## src/rtl/regfile_mp.sv

```systemverilog
// Multi-port integer register file with a post-reset zeroing sweep, optional
// write-to-read bypass, hardwired x0 and a registered per-port commit trace.
module regfile_mp #(
    parameter int REG_NUM_WIDTH = 5,
    parameter int REG_WIDTH     = 32,
    parameter int NUM_RD_PORTS  = 2,
    parameter int NUM_WR_PORTS  = 2,
    parameter int BYPASS        = 1,
    parameter int ZERO_REG      = 1
) (
    input  logic                                  clock,
    input  logic                                  reset,
    input  logic [NUM_WR_PORTS-1:0]               wr_en,
    input  logic [NUM_WR_PORTS*REG_NUM_WIDTH-1:0] wr_addr,
    input  logic [NUM_WR_PORTS*REG_WIDTH-1:0]     wr_data,
    input  logic [NUM_RD_PORTS-1:0]               rd_en,
    input  logic [NUM_RD_PORTS*REG_NUM_WIDTH-1:0] rd_addr,
    output logic [NUM_RD_PORTS*REG_WIDTH-1:0]     rd_data,
    output logic                                  ready,
    output logic [NUM_WR_PORTS-1:0]               trace_valid,
    output logic [NUM_WR_PORTS*REG_NUM_WIDTH-1:0] trace_addr,
    output logic [NUM_WR_PORTS*REG_WIDTH-1:0]     trace_data
);

    localparam int DEPTH = 1 << REG_NUM_WIDTH;
    localparam logic [0:0] ST_INIT = 1'b0;
    localparam logic [0:0] ST_RUN  = 1'b1;

    logic [0:0]                              state_r;
    logic [REG_NUM_WIDTH-1:0]                sweep_cnt_r;
    logic                                    ready_r;
    logic [REG_WIDTH-1:0]                    mem_r [DEPTH];
    logic [NUM_WR_PORTS-1:0]                 commit_s;
    logic [REG_WIDTH-1:0]                    rd_val_s [NUM_RD_PORTS];
    logic [NUM_WR_PORTS-1:0]                 trace_valid_r;
    logic [NUM_WR_PORTS*REG_NUM_WIDTH-1:0]   trace_addr_r;
    logic [NUM_WR_PORTS*REG_WIDTH-1:0]       trace_data_r;

    function automatic logic is_zero_addr(input logic [REG_NUM_WIDTH-1:0] addr);
        return (ZERO_REG != 0) && (addr == {REG_NUM_WIDTH{1'b0}});
    endfunction

    // Decide which write ports commit this edge; a higher-numbered port wins an address clash.
    always_comb begin
        commit_s = {NUM_WR_PORTS{1'b0}};
        for (int i = 0; i < NUM_WR_PORTS; i++) begin
            commit_s[i] = wr_en[i] && (state_r == ST_RUN)
                          && !is_zero_addr(wr_addr[i*REG_NUM_WIDTH +: REG_NUM_WIDTH]);
            for (int k = i + 1; k < NUM_WR_PORTS; k++) begin
                commit_s[i] = commit_s[i] & ~(wr_en[k] &&
                    (wr_addr[k*REG_NUM_WIDTH +: REG_NUM_WIDTH] ==
                     wr_addr[i*REG_NUM_WIDTH +: REG_NUM_WIDTH]));
            end
        end
    end

    // Combinational read path with optional forwarding of this edge's committed data.
    always_comb begin
        for (int j = 0; j < NUM_RD_PORTS; j++) begin
            rd_val_s[j] = {REG_WIDTH{1'b0}};
            if ((state_r == ST_RUN) && rd_en[j] &&
                !is_zero_addr(rd_addr[j*REG_NUM_WIDTH +: REG_NUM_WIDTH])) begin
                rd_val_s[j] = mem_r[rd_addr[j*REG_NUM_WIDTH +: REG_NUM_WIDTH]];
                for (int k = 0; k < NUM_WR_PORTS; k++) begin
                    rd_val_s[j] = ((BYPASS != 0) && commit_s[k] &&
                                   (wr_addr[k*REG_NUM_WIDTH +: REG_NUM_WIDTH] ==
                                    rd_addr[j*REG_NUM_WIDTH +: REG_NUM_WIDTH]))
                                  ? wr_data[k*REG_WIDTH +: REG_WIDTH] : rd_val_s[j];
                end
            end else begin
                rd_val_s[j] = {REG_WIDTH{1'b0}};
            end
        end
    end

    // Pack per-port read values onto the flat output bus.
    always_comb begin
        rd_data = {(NUM_RD_PORTS*REG_WIDTH){1'b0}};
        for (int j = 0; j < NUM_RD_PORTS; j++) begin
            rd_data[j*REG_WIDTH +: REG_WIDTH] = rd_val_s[j];
        end
    end

    // Sequencer: zeroing sweep after reset, then RUN until the next reset.
    always_ff @(posedge clock) begin
        if (reset) begin
            state_r     <= ST_INIT;
            sweep_cnt_r <= {REG_NUM_WIDTH{1'b0}};
            ready_r     <= 1'b0;
        end else begin
            case (state_r)
                ST_INIT: begin
                    sweep_cnt_r <= sweep_cnt_r + REG_NUM_WIDTH'(1);
                    if (sweep_cnt_r == {REG_NUM_WIDTH{1'b1}}) begin
                        state_r <= ST_RUN;
                        ready_r <= 1'b1;
                    end else begin
                        state_r <= ST_INIT;
                        ready_r <= 1'b0;
                    end
                end
                ST_RUN: begin
                    state_r <= ST_RUN;
                    ready_r <= 1'b1;
                end
                default: begin
                    state_r     <= ST_INIT;
                    sweep_cnt_r <= {REG_NUM_WIDTH{1'b0}};
                    ready_r     <= 1'b0;
                end
            endcase
        end
    end

    // Storage array: zero one entry per edge while sweeping, otherwise apply commits.
    always_ff @(posedge clock) begin
        if (!reset && (state_r == ST_INIT)) begin
            mem_r[sweep_cnt_r] <= {REG_WIDTH{1'b0}};
        end else if (!reset) begin
            for (int i = 0; i < NUM_WR_PORTS; i++) begin
                if (commit_s[i]) begin
                    mem_r[wr_addr[i*REG_NUM_WIDTH +: REG_NUM_WIDTH]] <= wr_data[i*REG_WIDTH +: REG_WIDTH];
                end
            end
        end
    end

    // Commit trace: one-cycle valid pulse, address/data held until the next commit.
    always_ff @(posedge clock) begin
        if (reset) begin
            trace_valid_r <= {NUM_WR_PORTS{1'b0}};
            trace_addr_r  <= {(NUM_WR_PORTS*REG_NUM_WIDTH){1'b0}};
            trace_data_r  <= {(NUM_WR_PORTS*REG_WIDTH){1'b0}};
        end else begin
            for (int i = 0; i < NUM_WR_PORTS; i++) begin
                trace_valid_r[i] <= commit_s[i];
                if (commit_s[i]) begin
                    trace_addr_r[i*REG_NUM_WIDTH +: REG_NUM_WIDTH] <= wr_addr[i*REG_NUM_WIDTH +: REG_NUM_WIDTH];
                    trace_data_r[i*REG_WIDTH +: REG_WIDTH]         <= wr_data[i*REG_WIDTH +: REG_WIDTH];
                end
            end
        end
    end

    assign ready       = ready_r;
    assign trace_valid = trace_valid_r;
    assign trace_addr  = trace_addr_r;
    assign trace_data  = trace_data_r;

endmodule
```

## config.mk

```make
export PLATFORM = sky130hd
export DESIGN_NAME = regfile_mp
export DESIGN_NICKNAME = d
export VERILOG_FILES = /design/src/rtl/regfile_mp.sv
export SDC_FILE = /design/constraint.sdc
export NUM_CORES = 2
export LEC_CHECK = 0
export CORE_ASPECT_RATIO = 1.25
export CORE_UTILIZATION = 35
export DETAILED_ROUTE_END_ITERATION = 8
export SYNTH_ARGS = -nofsm -noshare
export SYNTH_HDL_FRONTEND = slang
export SYNTH_SLANG_ARGS = --single-unit
```

## constraint.sdc

```tcl
create_clock -name clock -period 5.04 [get_ports clock]
set_input_delay 1.26 -clock clock [delete_from_list [all_inputs] [get_ports clock]]
set_output_delay 1.26 -clock clock [all_outputs]
set_load 0.005 [all_outputs]
```

# Word-level counts from Yosys, hierarchy flattened
# Memories as Yosys holds them, arrays and structs flattened.
# Index checks and enable logic that the tools add are counted.
[word_totals]
reg_bits = 82
ram_bits = 1024
inputBits = 90
mem_count = 1
[memory_table]
columns = ["name", "depth", "width", "rd", "rd_clocked_by_memory_dff", "write_ports", "line_no", "text"]
rows = [
  ["mem_r", 32, 32, 2, 0, 2, "32", "logic [REG_WIDTH-1:0] mem_r [DEPTH];"],
]
[op_classes]
n_addsub = 1
eq_ne = 6
mux = 21
bitwise_logic = 3
n_reduce_logical = 24
[ops]
columns = ["op", "n"]
rows = [
  ["32-bit 2-to-1 mux", 7],
  ["32-bit OR reduction", 1],
  ["5-bit equality test", 5],
  ["5-bit logical NOT", 4],
  ["1-bit logical AND", 14],
  ["1-bit 2-to-1 mux", 12],
  ["5-bit by 1-bit adder with 5-bit output, second input constant", 1],
  ["5-bit equality test, second input constant", 1],
  ["1-bit logical NOT", 5],
  ["5-bit 2-to-1 mux", 1],
  ["1-bit inverter", 2],
  ["1-bit case mux with 2 select lines", 1],
  ["1-bit bitwise AND", 1],
]

# Depth between registers and ports, before layout
[logic_depth]
depth_word = 10
ltp_mapped = 10
depth_no_buf = 6

# Least setup slack after synthesis
# No wires, ideal clock.
[synth_path]
path_kind = "input to register"
startpoint = "input port wr_addr[2]"
endpoint = "memory mem_r[1][0], enable pin"
setup_time_ps = 433
arrival_time_ps = 4388
required_time_ps = 4607
path_slack_ps = 219
path_stages = 10
n_path_buf = 4
cell_sequence = "buf_2 xnor2_1 nand4_1 o211a_2 buf_2 buf_4 buf_4 nor4_1 a21oi_1 o22ai_1"
[synth_lines]
columns = ["item", "line_no", "text"]
rows = [
  ["start, declared", "14", "input logic [NUM_WR_PORTS*REG_NUM_WIDTH-1:0] wr_addr,"],
  ["end, declared", "32", ""],
]

# Worst setup path after layout
[layout_path]
startpoint = "input port rd_en[1]"
endpoint = "output port rd_data[34]"
[layout_between]
elab_chain_cells = 3
[layout_rtl]
columns = ["item", "line_no", "text"]
rows = [
  ["start, declared", "16", "input logic [NUM_RD_PORTS-1:0] rd_en,"],
  ["1-bit logical AND (2 in a row)", "61", "if ((state_r == ST_RUN) && rd_en[j] &&"],
  ["32-bit 2-to-1 mux", "61", ""],
  ["end, declared", "18", "output logic [NUM_RD_PORTS*REG_WIDTH-1:0] rd_data,"],
]
# Every way passes these cells.

==> summary.md <==
| Metric | Value |
|---|---|
| Final non-filler cell area | 0.07675 sq mm |
| Routability cong. | 0.9387 |
| Seq cells post-synth | 1106 |
| Critical path endpoint category | output port |
| Count of flip-flops with a built-in enable after synthesis | about 1.0k |
| CP delay by family, top | buffers and inverters |
| # IOs | between 200 and 250 |
| Post-route setup TNS | -21.75 ps |
| Final setup fails | 1 |
| Slew @ Worst Pin | 1284 ps |
| Max Clk Rate | roughly 200 MHz |
| Reg clk slew, reported paths | 60 ps |
| Cell Chain, Critical Path | clkdlybuf4s50_1 -> o311a_4 -> o211ai_1 -> buf_4 -> clkbuf_16 -> buf_16 -> buf_4 -> nor4_4 -> buf_4 -> a221o_1 -> dlygate4sd2_1 |
| Area of the mapped netlist | 0.06155 sq mm |
| Crit-path most repeated cell | buf_4 |
| Fin Clk Skew | 46.36 ps |
| Synth Flop Type | edfxtp_1 |
| CTS buffer count | 120 |
| Post-Syn Instances | 5235 |
| Worst Path Max Fanout | 5 |
| Crit Path Category | primary input to output port |
| CP max stage delay | 580 ps |
| Largest net degree at the start of global routing | 65 |
| Register area | 0.03239 sq mm |
| Initial DRC Count | 6374 |
| Minimum clock period | 5062 ps |
| Vias/cell | ~6 |
| Leakage | 23.64 nW |
| WP data arrival | 3800 ps |
| Port Buffers | 230 |
| Initial Util | between 30% and 40% |
| Part of the cycle the worst path needs | 100.4% |
| Vias | 48.64k |
| Pre-Repair DR Iteration Count | 6 |
| DR DRC count | 0 |
| Fin. max-slew vios | 0 |
| Share of cells above drive strength 1 | 28.68% |
| Post-synth cell types | 55 |
| Power per cell area | ~270 mW/mm^2 |
| Initial antenna violation count | 14 |
| Seq/Total Area, Yosys | 52.62% |
| NumNets Final | about 5.6k |
| DP Area | 0.07012 sq mm |
| Row cnt | 171 |
| CTS tree | yes |
| Failing checks | negative setup slack |
| Synth Area per Inst | 11.76 sq um |
| First-pass GRT wire length | around 350 mm |
| H-tree levels | 3 |
| CTS sink count | 1106 |
| GRT Resource Usage Total | 27.18% |
| VDD IR max | 0.2566 mV |
| Area of the multi-input gates | 0.02832 sq mm |
| Clock Tree Root | clkbuf_16 |
| Fill count | 15.67k |
| DIE AREA | 0.1776 sq mm |
| Relative slew margins | 13.26% |
| Remaining antenna violation count | 0 |
| Unrepaired setup endpoints after global routing | yes |
| Core area | between 0.15 and 0.2 sq mm |
| Worst-Skew Late Latency | 790 ps |
| Critical Path RT | 3780 ps |
| Vias in the first global route | 47.97k |
| CP bufs+invs | 7 |
| Clock Path Buffers | 3 |
| Crit-path slowest cell | clkdlybuf4s50_1 |
| Area growth syn-to-layout | 24.69% |
| WL final | around 240 mm |
| Die width | 377.1 microns |
| Max cap viols | 0 |
| Synth warnings | 0 |
| Syn_nets | 5327 |
| Overflow after GRT | 0 |
| Drt wl/cell | a little over 30 microns |
| Detailed Place HPWL | 155.5 mm |
| Status | finished, violations left |
| Ys async rst share | 0% |
| Dpl ws | -675.4 ps |
| Hold WC Path Type | flip-flop to flip-flop |
| Share of the synthesized area in the top cell type | 49.96% |
| Hold buffers post-CTS | 0 |
| CP startpoint kind | primary input |
| Post-synth top area cell | edfxtp_1 |
| Ranking of synthesized cells by area | edfxtp_1 50%, mux4_2 19%, o21ai_0 7.8% |
| Die Span Y | around 470 microns |
| Worst setup slack after layout | -21.75 ps |
| Hold Vio Cnt, Final | 0 |
==> cell usage in the layout (no fill, tap or decap), types with 82 or more instances in the layout <==
cell type / n
buf_12: 128
buf_4: 434
clkbuf_16: 128
clkdlybuf4s50_1: 144
dfxtp_1: 82
edfxtp_1: 1024
mux4_2: 512
nand2_1: 1235
o21ai_0: 954
o22ai_1: 119
==> timing repair <==
item                       CTS  global route
buffers inserted            70            14
resized for setup          307            78
setup endpoints to repair   64            36
pin swaps                   41            18
cloned                      13             3
==> Yosys cell counts (2+ instances only) <==
master,number
a21oi_1,45
nand2_1,1239
nor4b_1,4
a221oi_1,52
nand4_1,2
nor3b_1,2
o21ai_1,41
nor4_1,65
buf_2,125
ha_1,2
mux4_2,512
nand2b_1,5
mux2_2,62
or3b_2,2
inv_1,36
clkbuf_1,487
nor2_1,85
nand3b_1,4
buf_6,5
nor2_2,7
mux2i_1,40
nor2b_1,4
a221o_1,64
a2111oi_0,2
dfxtp_1,82
a41oi_1,6
and3_1,2
o21ai_0,956
nor4bb_1,2
buf_4,20
xor2_1,14
a221oi_2,10
o22ai_1,157
buf_1,24
nand3_1,5
nor3_1,9
xnor2_1,13
edfxtp_1,1024
or3_1,3
==> kinds of logic after synthesis <==
family / after synthesis / share of synthesized area (%)
simple gates: 1444 / 9.332
fa+ha+maj: 2 / 0.04065
mux: 614 / 20.52
buf+inv: 697 / 4.687
compound gates: 1345 / 12.41
flops: 1106 / 52.62
xor+xnor: 27 / 0.3842
==> registers in the layout, summed over array words and instances (netlist names) <==
register,flops
trace_valid,2
trace_data,64
trace_addr,10
ready,1
sweep_cnt_r,5
mem_r,1024
==> report_power, final <==
| group | internal (mW) | switching, mW | total [mW] |
|---|---|---|---|
| combinational | 0.789 | 1.07 | 1.86 |
| sequential | 9.94 | 0.0269 | 9.97 |
| clock | 4.96 | 3.94 | 8.90 |
| total | 15.7 | 5.04 | 20.7 |
==> worst reg2reg max path, delay by kind of cell (launching register included) <==
kind | cells | cell delay (ps)
compound gates | 2 | 510
buf+inv | 3 | 1120
simple gates | 2 | 680
flops | 1 | 510
==> final timing paths <==
check,end,depth (start not counted),slack (ps),start
hold reg to reg,trace_addr[5]$_SDFFE_PP0P_,2,450,trace_addr[5]$_SDFFE_PP0P_
setup reg to reg,mem_r[3][23]$_DFFE_PP_,7,1760,ready$_SDFF_PP0_
hold / removal,trace_addr[5]$_SDFFE_PP0P_,2,450,trace_addr[5]$_SDFFE_PP0P_
setup / recovery,rd_data[34],11,-20,rd_en[1]
==> cell type report <==
| cell class | instances | share of cell area (%) |
|---|---|---|
| Sequential cell | 1106 | 42.20 |
| Multi-Input combinational cell | 3432 | 36.90 |
| Timing Repair Buffer | 845 | 11.84 |
| Clock buffer | 161 | 4.361 |
| Tap cell | 2335 | 3.806 |
| Clock inverter | 59 | 0.7075 |
| Inverter | 36 | 0.1761 |
| Antenna cell | 3 | 0.009781 |
==> per-layer routing <==
| layer | up-vias | global-route usage [%] | part of all wire (%) |
|---|---|---|---|
| li1 | 20506 | - | - |
| met1 | 24303 | 34.58 | 36 |
| met2 | 3116 | 43.04 | 47 |
| met3 | 710 | 6.294 | 12 |
| met4 | 2 | 14.22 | 5.8 |
| met5 | - | 0 | 0.0061 |
==> metrics by stage <==
stage / hold slack (ps) / utilization, % / std cells / power (mW)
3_5_place_dp: 446.6 / 40.26 / 7658 / 11.81
2_1_floorplan: 452.7 / - / 5235 / 11.04
5_1_grt: 470.3 / 44.07 / 7975 / 21.16
3_3_place_gp: 442.3 / 40.26 / 7658 / 11.81
6_report: 452.9 / 44.07 / 7977 / 20.73
4_1_cts: 455.3 / 43.84 / 7958 / 20.76
Note: power is estimated with default switching activity, not from simulation.
